**src/rtl/cache_pkg.sv**
```systemverilog
// Shared widths, FSM state encoding and cache entry layout for the BDI cache fill path.
package cache_pkg;

  localparam int TAG_FIELD     = 19;
  localparam int DATA_FIELD    = 256;
  localparam int WORD_WIDTH    = 32;
  localparam int LINE_WORDS    = 16;
  localparam int SETS          = 128;
  localparam int WAYS          = 8;
  localparam int SET_BITS      = $clog2(SETS);
  localparam int WAY_BITS      = $clog2(WAYS);
  localparam int WORD_IDX_BITS = $clog2(LINE_WORDS);
  localparam int LINE_BITS     = LINE_WORDS * WORD_WIDTH;
  localparam int ENTRY_BITS    = 2 + TAG_FIELD + DATA_FIELD;

  typedef enum logic [2:0] {
    IDLE,
    REQ,
    FILL,
    COMP,
    WRITE,
    DONE
  } miss_state_t;

  typedef struct packed {
    logic                  valid_hi;
    logic                  valid_lo;
    logic [TAG_FIELD-1:0]  tag;
    logic [DATA_FIELD-1:0] payload;
  } cache_entry_t;

  // Critical-word-first burst: beat b lands in word (crit + b) mod LINE_WORDS.
  function automatic logic [WORD_IDX_BITS-1:0] fill_slot(
    input logic [WORD_IDX_BITS-1:0] crit,
    input logic [WORD_IDX_BITS-1:0] beat
  );
    return crit + beat;
  endfunction

endpackage

```
**src/rtl/cache_miss_handler_victim_rr_table.sv**
```systemverilog
// Per-set round-robin victim pointers: combinational read, single increment port.
module victim_rr_table
  import cache_pkg::*;
(
  input  logic                clk,
  input  logic                rst_n,
  input  logic [SET_BITS-1:0] rd_set,
  output logic [WAY_BITS-1:0] rd_way,
  input  logic                inc,
  input  logic [SET_BITS-1:0] inc_set
);

  logic [WAY_BITS-1:0] ptr [SETS];

  // Pointer wraps 7 -> 0 naturally through the 3-bit add.
  always_ff @(posedge clk or negedge rst_n) begin
    if (!rst_n) begin
      ptr <= '{default: '0};
    end else if (inc) begin
      ptr[inc_set] <= ptr[inc_set] + 1'b1;
    end
  end

  assign rd_way = ptr[rd_set];

endmodule

```
**src/rtl/cache_miss_handler.sv**
```systemverilog
// Read-miss fill engine: burst fetch, compress, victim write, missed-word return.
// Define CACHE_MISS_CRIT_WORD_FWD_EN to return the critical word right after beat 0.
module cache_miss_handler
  import cache_pkg::*;
(
  input  logic                     clk,
  input  logic                     rst_n,
  input  logic                     miss_req_valid,
  output logic                     miss_req_ready,
  input  logic [TAG_FIELD-1:0]     miss_req_tag,
  input  logic [SET_BITS-1:0]      miss_req_index,
  input  logic [WORD_IDX_BITS-1:0] miss_req_word_addr,
  output logic                     mem_req_valid,
  input  logic                     mem_req_ready,
  output logic [31:0]              mem_req_addr,
  input  logic                     mem_rsp_valid,
  input  logic [WORD_WIDTH-1:0]    mem_rsp_data,
  output logic                     comp_valid,
  output logic [LINE_BITS-1:0]     comp_line,
  input  logic                     comp_done,
  input  logic                     comp_fits,
  input  logic [DATA_FIELD-1:0]    comp_data,
  output logic [ENTRY_BITS-1:0]    cache_write_data,
  output logic [9:0]               cache_write_index,
  output logic                     cache_write_on_demand,
  output logic                     miss_resp_valid,
  output logic [WORD_WIDTH-1:0]    miss_resp_word
);

  miss_state_t state, state_next;

  logic [TAG_FIELD-1:0]                     req_tag_q;
  logic [SET_BITS-1:0]                      req_set_q;
  logic [WORD_IDX_BITS-1:0]                 req_word_q;
  logic [WORD_IDX_BITS-1:0]                 beat_q;
  logic [LINE_WORDS-1:0][WORD_WIDTH-1:0]    line_q;
  logic                                     comp_fits_q;
  logic [DATA_FIELD-1:0]                    comp_data_q;
  logic                                     resp_valid_q;
  logic [WORD_WIDTH-1:0]                    resp_word_q;
  logic [WAY_BITS-1:0]                      victim_way;
  logic                                     victim_inc;
  cache_entry_t                             write_entry;

  victim_rr_table u_victim (
    .clk     (clk),
    .rst_n   (rst_n),
    .rd_set  (req_set_q),
    .rd_way  (victim_way),
    .inc     (victim_inc),
    .inc_set (req_set_q)
  );

  always_ff @(posedge clk or negedge rst_n) begin
    if (!rst_n) state <= IDLE;
    else        state <= state_next;
  end

  always_comb begin
    state_next            = state;
    miss_req_ready        = 1'b0;
    mem_req_valid         = 1'b0;
    comp_valid            = 1'b0;
    cache_write_on_demand = 1'b0;
    victim_inc            = 1'b0;
    case (state)
      IDLE: begin
        miss_req_ready = 1'b1;
        if (miss_req_valid) state_next = REQ;
      end
      REQ: begin
        mem_req_valid = 1'b1;
        if (mem_req_ready) state_next = FILL;
      end
      FILL: begin
        if (mem_rsp_valid && (beat_q == WORD_IDX_BITS'(LINE_WORDS - 1))) state_next = COMP;
      end
      COMP: begin
        comp_valid = 1'b1;
        if (comp_done) state_next = WRITE;
      end
      WRITE: begin
        cache_write_on_demand = 1'b1;
        victim_inc            = 1'b1;
        state_next            = DONE;
      end
      DONE:    state_next = IDLE;
      default: state_next = IDLE;
    endcase
  end

  // Request context, line assembly and compressor result capture.
  always_ff @(posedge clk or negedge rst_n) begin
    if (!rst_n) begin
      req_tag_q   <= '0;
      req_set_q   <= '0;
      req_word_q  <= '0;
      beat_q      <= '0;
      line_q      <= '0;
      comp_fits_q <= 1'b0;
      comp_data_q <= '0;
    end else begin
      if (state == IDLE && miss_req_valid) begin
        req_tag_q  <= miss_req_tag;
        req_set_q  <= miss_req_index;
        req_word_q <= miss_req_word_addr;
      end
      if (state == REQ) begin
        beat_q <= '0;
      end else if (state == FILL && mem_rsp_valid) begin
        line_q[fill_slot(req_word_q, beat_q)] <= mem_rsp_data;
        beat_q                                <= beat_q + 1'b1;
      end
      if (state == COMP && comp_done) begin
        comp_fits_q <= comp_fits;
        comp_data_q <= comp_data;
      end
    end
  end

`ifdef CACHE_MISS_CRIT_WORD_FWD_EN
  // Beat 0 always carries the missed word, so forward it straight from the bus.
  always_ff @(posedge clk or negedge rst_n) begin
    if (!rst_n) begin
      resp_valid_q <= 1'b0;
      resp_word_q  <= '0;
    end else begin
      resp_valid_q <= (state == FILL) && mem_rsp_valid && (beat_q == '0);
      if ((state == FILL) && mem_rsp_valid && (beat_q == '0)) resp_word_q <= mem_rsp_data;
    end
  end
`else
  // Registered out of WRITE so the pulse lands in DONE, after the cache write.
  always_ff @(posedge clk or negedge rst_n) begin
    if (!rst_n) begin
      resp_valid_q <= 1'b0;
      resp_word_q  <= '0;
    end else begin
      resp_valid_q <= (state == WRITE);
      if (state == WRITE) resp_word_q <= line_q[req_word_q];
    end
  end
`endif

  // An uncompressible line keeps only the half holding the missed word.
  always_comb begin
    write_entry       = '0;
    cache_write_index = '0;
    if (state == WRITE) begin
      write_entry.valid_hi = comp_fits_q | req_word_q[WORD_IDX_BITS-1];
      write_entry.valid_lo = comp_fits_q | ~req_word_q[WORD_IDX_BITS-1];
      write_entry.tag      = req_tag_q;
      if (comp_fits_q)                      write_entry.payload = comp_data_q;
      else if (req_word_q[WORD_IDX_BITS-1]) write_entry.payload = line_q[LINE_WORDS-1:LINE_WORDS/2];
      else                                  write_entry.payload = line_q[LINE_WORDS/2-1:0];
      cache_write_index = {victim_way, req_set_q};
    end
  end

  assign cache_write_data = write_entry;
  assign mem_req_addr     = {req_tag_q, req_set_q, req_word_q, 2'b00};
  assign comp_line        = line_q;
  assign miss_resp_valid  = resp_valid_q;
  assign miss_resp_word   = resp_word_q;

endmodule

```
**config.mk**
```make
export PLATFORM = sky130hd
export DESIGN_NAME = cache_miss_handler
export DESIGN_NICKNAME = d
export VERILOG_FILES = /design/src/rtl/cache_pkg.sv /design/src/rtl/cache_miss_handler_victim_rr_table.sv /design/src/rtl/cache_miss_handler.sv
export SDC_FILE = /design/constraint.sdc
export NUM_CORES = 2
export LEC_CHECK = 0
export CORE_AREA = 2 2 469 471
export CTS_BUF_LIST = sky130_fd_sc_hd__clkbuf_16
export CTS_CLUSTER_DIAMETER = 80
export CTS_CLUSTER_SIZE = 20
export DETAILED_ROUTE_END_ITERATION = 6
export DIE_AREA = 0 0 471 473
export SETUP_SLACK_MARGIN = 0.2
export SYNTH_ARGS = -nofsm -noshare
export SYNTH_HDL_FRONTEND = slang
export SYNTH_HIERARCHICAL = 1
export SYNTH_SLANG_ARGS = --single-unit
export TNS_END_PERCENT = 100
```
**constraint.sdc**
```tcl
create_clock -name clk -period 6.9 [get_ports clk]
set_input_delay 1.38 -clock clk [delete_from_list [all_inputs] [get_ports clk]]
set_output_delay 1.38 -clock clk [all_outputs]
set_load 0.02 [all_outputs]
```
# After elaboration in Yosys (flattened, before gate mapping)

Index checks and enable logic that the tools add are counted.

Add/sub/neg operators: 3
Magnitude comparators: 5
Equality and inequality tests: 9
Multiplexer cells: 26
Bitwise operators: 5
Reductions and logical operators: 10

Operators by type and width:

| operator                                                          | number |
|---|---|
| bitwise mux 512 bit                                               | 1 |
| two-way mux 256 bit                                               | 2 |
| bitwise mux 384 bit                                               | 1 |
| two-way mux 277 bit                                               | 1 |
| binary-select mux 32 bit (select 4 bit)                           | 1 |
| demux 32 bit (select 4 bit)                                       | 1 |
| two-way mux 32 bit                                                | 2 |
| binary-select mux 3 bit (select 7 bit)                            | 1 |
| demux 3 bit (select 7 bit)                                        | 1 |
| two-way mux 3 bit                                                 | 7 |
| one-hot mux 3 bit (5 select lines)                                | 1 |
| less-than comparator 4 x 5 -> 1 bit, second input constant        | 2 |
| two-way mux 10 bit                                                | 1 |
| greater-or-equal comparator 8 bit, second input constant          | 1 |
| less-than comparator 8 x 1 -> 1 bit, second input constant        | 1 |
| two-way mux 4 bit                                                 | 2 |
| inequality test 2 bit, second input constant                      | 4 |
| NOT 7 -> 8 bit                                                    | 1 |
| == test 3 x 2 -> 1 bit, second input constant                     | 2 |
| logical AND 1 bit                                                 | 6 |
| adder 4 x 1 -> 4 bit, second input constant                       | 1 |
| adder 4 bit                                                       | 1 |
| == test 4 bit, second input constant                              | 1 |
| greater-or-equal comparator 4 x 1 -> 1 bit, second input constant | 1 |
| other kinds (10)                                                  | 15 |

Flip-flop bits (word level): 1223
Input port bits: 325
Output and inout port bits: 868
Word-level logic and storage cells: 211

# Longest topological paths before layout

Word-level depth: 6
Depth in mapped cells: 18
Depth with buffers taken out: 12

# By module

Netlist, hierarchy kept.

By module, submodules not included:

| module             | instances | cells an instance | area an instance (µm²) | seq. area each (µm²) |
|---|---|---|---|---|
| cache_miss_handler | 1         | 3412              | 41788.8                | 20995.1 |
| victim_rr_table    | 1         | 1724              | 20460.9                | 9609.2 |

# Worst setup path before layout

No wires, ideal clock.

Kind: register -> output
Start point: register req_set_q[0]
End point: output cache_write_index[7]
Data arrival time: 3172 ps
Data required time: 5520 ps
Path slack: 2348 ps
Cell stages (with the launch flop): 8
Path buffers: 2
Cell sequence: dfrtp_1 > clkbuf_1 > buf_1 > mux4_2 > mux4_2 > mux4_2 > mux2_2 > and2_1

Longest elaborated chain between the ends: 5

Ends and longest elaborated chain:

| what                                                 | line                                     | text |
|---|---|---|
| start, declared                                      | cache_miss_handler.sv:33                 | `logic [SET_BITS-1:0] req_set_q;` |
| start signal, assigned                               | cache_miss_handler.sv:105                | `req_set_q <= miss_req_index;` |
| NOT 7 -> 8 bit (not written as such)                 | cache_miss_handler_victim_rr_table.sv:24 | `assign rd_way = ptr[rd_set];` |
| binary-select mux 3 bit (select 7 bit)               | cache_miss_handler_victim_rr_table.sv:24 |  |
| two-way mux 3 bit (not written as such) (2 in a row) | cache_miss_handler_victim_rr_table.sv:24 |  |
| named net victim_way[0]                              | cache_miss_handler.sv:41                 | `logic [WAY_BITS-1:0] victim_way;` |
| two-way mux 10 bit                                   | cache_miss_handler.sv:149                | `if (state == WRITE) begin` |
| end, declared                                        | cache_miss_handler.sv:24                 | `output logic [9:0] cache_write_index,` |

The timed path passes the listed nets, and every way through them passes these cells. The select of a mux whose other input is x is not followed.

# Worst setup path in the final report

Start point: register req_set_q[0]
End point: output cache_write_index[9]

The elaborated chain is that of the path after synthesis.

==> out/results.tsv <==
stage	metric	value	unit
critical_path	Cell Chain, Critical Path	buf_12 > mux4_2 > mux4_2 > mux4_2 > mux2_2 > and2_1 > clkdlybuf4s50_1	
synthesis	sequential element share of the synthesized area	49.2	%
synthesis	Synth Instances	5136	
critical_path	Worst Setup End Kind	output pin	
sta	Final Max Slew Viols	0	
synthesis	Post-synth EDFFs	0	
clocking	TritonCTS Buffers	95	
global_routing	antenna violations before repair	46	
clocking	clock root buffer master	clkbuf_16	
power	Peak VDD IR	0.533	mV
synthesis	yosys warns	6	
route	Antenna Nets Post-Route	0	
cells_and_area	most frequent cells in the layout	dfrtp_1, clkdlybuf4s50_1, mux2_2	
sta	Setup-failing EPs final	0	
critical_path	Worst Path Max Fanout	55	
clocking	cts hold-fix bufs	0	
critical_path	worst r2r src	req_set_q[0]	
critical_path	startpoint types	flip-flop	
sta	Final Hold Vio Count	0	
route	Post-route DRC	0	
global_routing	GRT Resource Usage Total	28.0	%
cells_and_area	area delta synth->final	29.6	%
critical_path	worst setup path end	cache_write_index[9]	
sta	RSZ-0062 raised after global routing	false	
critical_path	reg2reg end	u_victim/ptr[80]	
critical_path	CP max-delay cell	dfrtp_4	
sta	f_max	0.158	GHz
route	via count	49912	
critical_path	Worst EP arrival	4.96	ns
floorplanning	Die X-Extent	471	um
placement	DP HPWL	246	mm
critical_path	slowest stage delay, CP	1.09	ns
clocking	clk buf depth	3	
clocking	CTS sink cnt	1223	
floorplanning	Top Ports	1193	
floorplanning	Core Box Area	218000	um2
critical_path	Register-to-Register Setup Slack	1.57	ns
synthesis	Syn Area/Cell	12.1	um2
clocking	Max H-tree Level	3	
critical_path	Worst EP required	5.52	ns
route	via/cell ratio	5.50	
sta	skew final	0.0482	ns
route	iteration count of the initial detailed-routing pass	6	
placement	RD Place Congestion	0.959	
critical_path	crit path kind	flip-flop to output pin	
cells_and_area	nets@finish	6440	
global_routing	first-pass GRT wire length	434	mm
global_routing	GRT overflow	0	
floorplanning	Cell Rows	172	
synthesis	ys async rst share	100	%
route	DRT iter0 DRCs	5190	
synthesis	Synth Register Bits	1223	
clocking	# resized after CTS	0	
sta	setup TNS	0	ns
sta	relative slew slack	11.8	%
critical_path	reg2reg path depth	10	
floorplanning	die height	473	um
flow_run	Max Cap Violations	0	
clocking	CTS tree	built	
clocking	Post-CTS Setup Inserts	0	
synthesis	Primary FF master, synth	dfrtp_1	
power	post-route total power	37.8	mW
clocking	worst skew pair latency	0.77	ns
cells_and_area	Core Util, Final	37.0	%
global_routing	vias in the first global route	49326	
sta	worst-margin pin slew	1.29	ns
global_routing	largest net degree at the start of global routing	178	
sta	Tmin final	6.34	ns
power	pwr/cell area	468	nW/um2
placement	# port buffers	1190	
critical_path	most used cell, CP	mux4_2	
route	drt total wl	322	mm
cells_and_area	commonest non-fill, non-tap cell in the layout	dfrtp_1	
critical_path	Worst Setup SP	req_set_q[0]	
run_status	run status	finished, final reports clean	
route	Wirelength per Cell	35.5	um
synthesis	Synth Cell Area	62200	um2
floorplanning	DIE AREA	223000	um2
power	Leakage	34.4	nW
clocking	Clock Pin Slew Worst Setup and Hold Paths	0.08	ns
sta	fin crit share	91.9	%
worst_hold_path	HP Class	flip-flop to flip-flop	
cells_and_area	layout cells sized above 1	25.8	%
floorplanning	starting density of the core	28.5	%
synthesis	Yosys cell types	61	
==> flip-flops by register name (all words and copies together) (netlist names) <==
signal	count
beat_q	4
comp_data_q	256
comp_fits_q	1
comp_line	512
miss_resp_valid	1
miss_resp_word	32
req_set_q	7
req_tag_q	19
req_word_q	4
state	3
u_victim/ptr	384
==> worst min-delay path by stage <==
stage,cells after the start,from,to,slack [ns]
after floorplan,2,u_victim/ptr[77],u_victim/ptr[77],0.46
after global placement,2,miss_resp_word[30],miss_resp_word[30],0.48
after detailed placement,1,comp_data_q[82],comp_data_q[82],0.49
after CTS,1,comp_data_q[119],comp_data_q[119],0.51
after global routing,1,comp_data_q[119],comp_data_q[119],0.51
final,1,comp_data_q[125],comp_data_q[125],0.51
==> routing by layer <==
metal  vias to the layer above  part of all wire (%)  track usage (%)
li1                      20642                     -                -
met1                     26306                    36             31.4
met2                      2387                    49             46.6
met3                       547                   8.0             7.69
met4                        30                   7.6             18.5
met5                         -                 0.053                0
==> cells in the mapped netlist, drive strengths merged (3+ instances only) <==
library cell  count  area, um2
nand2b            7       43.8
ha                5       62.6
a22o             43        377
nor2b             9       56.3
mux4            253       5700
dfrtp          1223      30600
nor3             24        125
nand2           249        935
or2               3       18.8
nand4            13       81.3
buf             181        905
a211oi            7       52.6
a21oi           363       1820
nor2            672       2520
clkbuf          240        901
o211ai            7       52.6
inv               6       22.5
a32oi             5       43.8
mux2           1033      11700
o22ai             3       18.8
and2             42        263
nor3b             3       27.5
a221oi           18        170
xnor2             3       26.3
o21ai           211       1060
a22oi            86        646
a222oi            6       60.1
mux2i           354       3540
and3              8       50.1
nand3            25        125
a31oi             7       43.8
a311oi            3       26.3
==> kinds of logic (layout without fill, tap and decap cells) <==
| logic type | Yosys count | after routing | synth area share [%] |
|---|---|---|---|
| multiplexers | 1640 | 1640 | 33.6 |
| buffers and inverters | 427 | 1473 | 2.94 |
| other | 1 | 21 | 0.00602 |
| flip-flops | 1223 | 1223 | 49.2 |
| adder cells (fa/ha/maj) | 6 | 6 | 0.133 |
| AND/OR/NAND/NOR | 1067 | 1067 | 7.00 |
| XOR/XNOR | 4 | 4 | 0.0563 |
| AO/OA/AOI/OAI | 768 | 768 | 7.14 |
==> layout make-up <==
cell class	count	area (um2)
fillers	21398	138000
flip-flops and latches	1223	30600
multi-input cells	3487	30000
repair buffers	1296	13000
well taps	2871	3590
clock buffers	97	2430
clock inverters	74	925
diodes	19	47.5
inverters	6	22.5
==> metrics by stage <==
| step | instance area, um2 | hold slack, ns | worst slack (ns) | std cells |
|---|---|---|---|---|
| 6_report | 80700 | 0.506 | 0.556 | 9073 |
| 4_1_cts | 80700 | 0.509 | 0.476 | 9054 |
| 5_1_grt | 80700 | 0.514 | 0.361 | 9060 |
| 3_5_place_dp | 77300 | 0.494 | 1.37 | 8883 |
| 3_3_place_gp | 77300 | 0.479 | 1.39 | 8883 |
| 2_1_floorplan | 62300 | 0.459 | 2.35 | 5137 |
==> critical path, delay by kind of cell, from the launching register on <==
family / cells / cell delay, ns
buffers and inverters: 2 / 0.93
DFF: 1 / 1.09
muxes: 4 / 1.93
and+or+nand+nor: 1 / 0.16
==> report_power, final <==
group | total [mW] | internal [mW] | switching [mW]
combinational | 18.6 | 7.70 | 10.9
sequential | 13.0 | 9.47 | 3.51
clock | 6.18 | 2.98 | 3.20
total | 37.8 | 20.2 | 17.6
(Power assumes the default switching activity.)
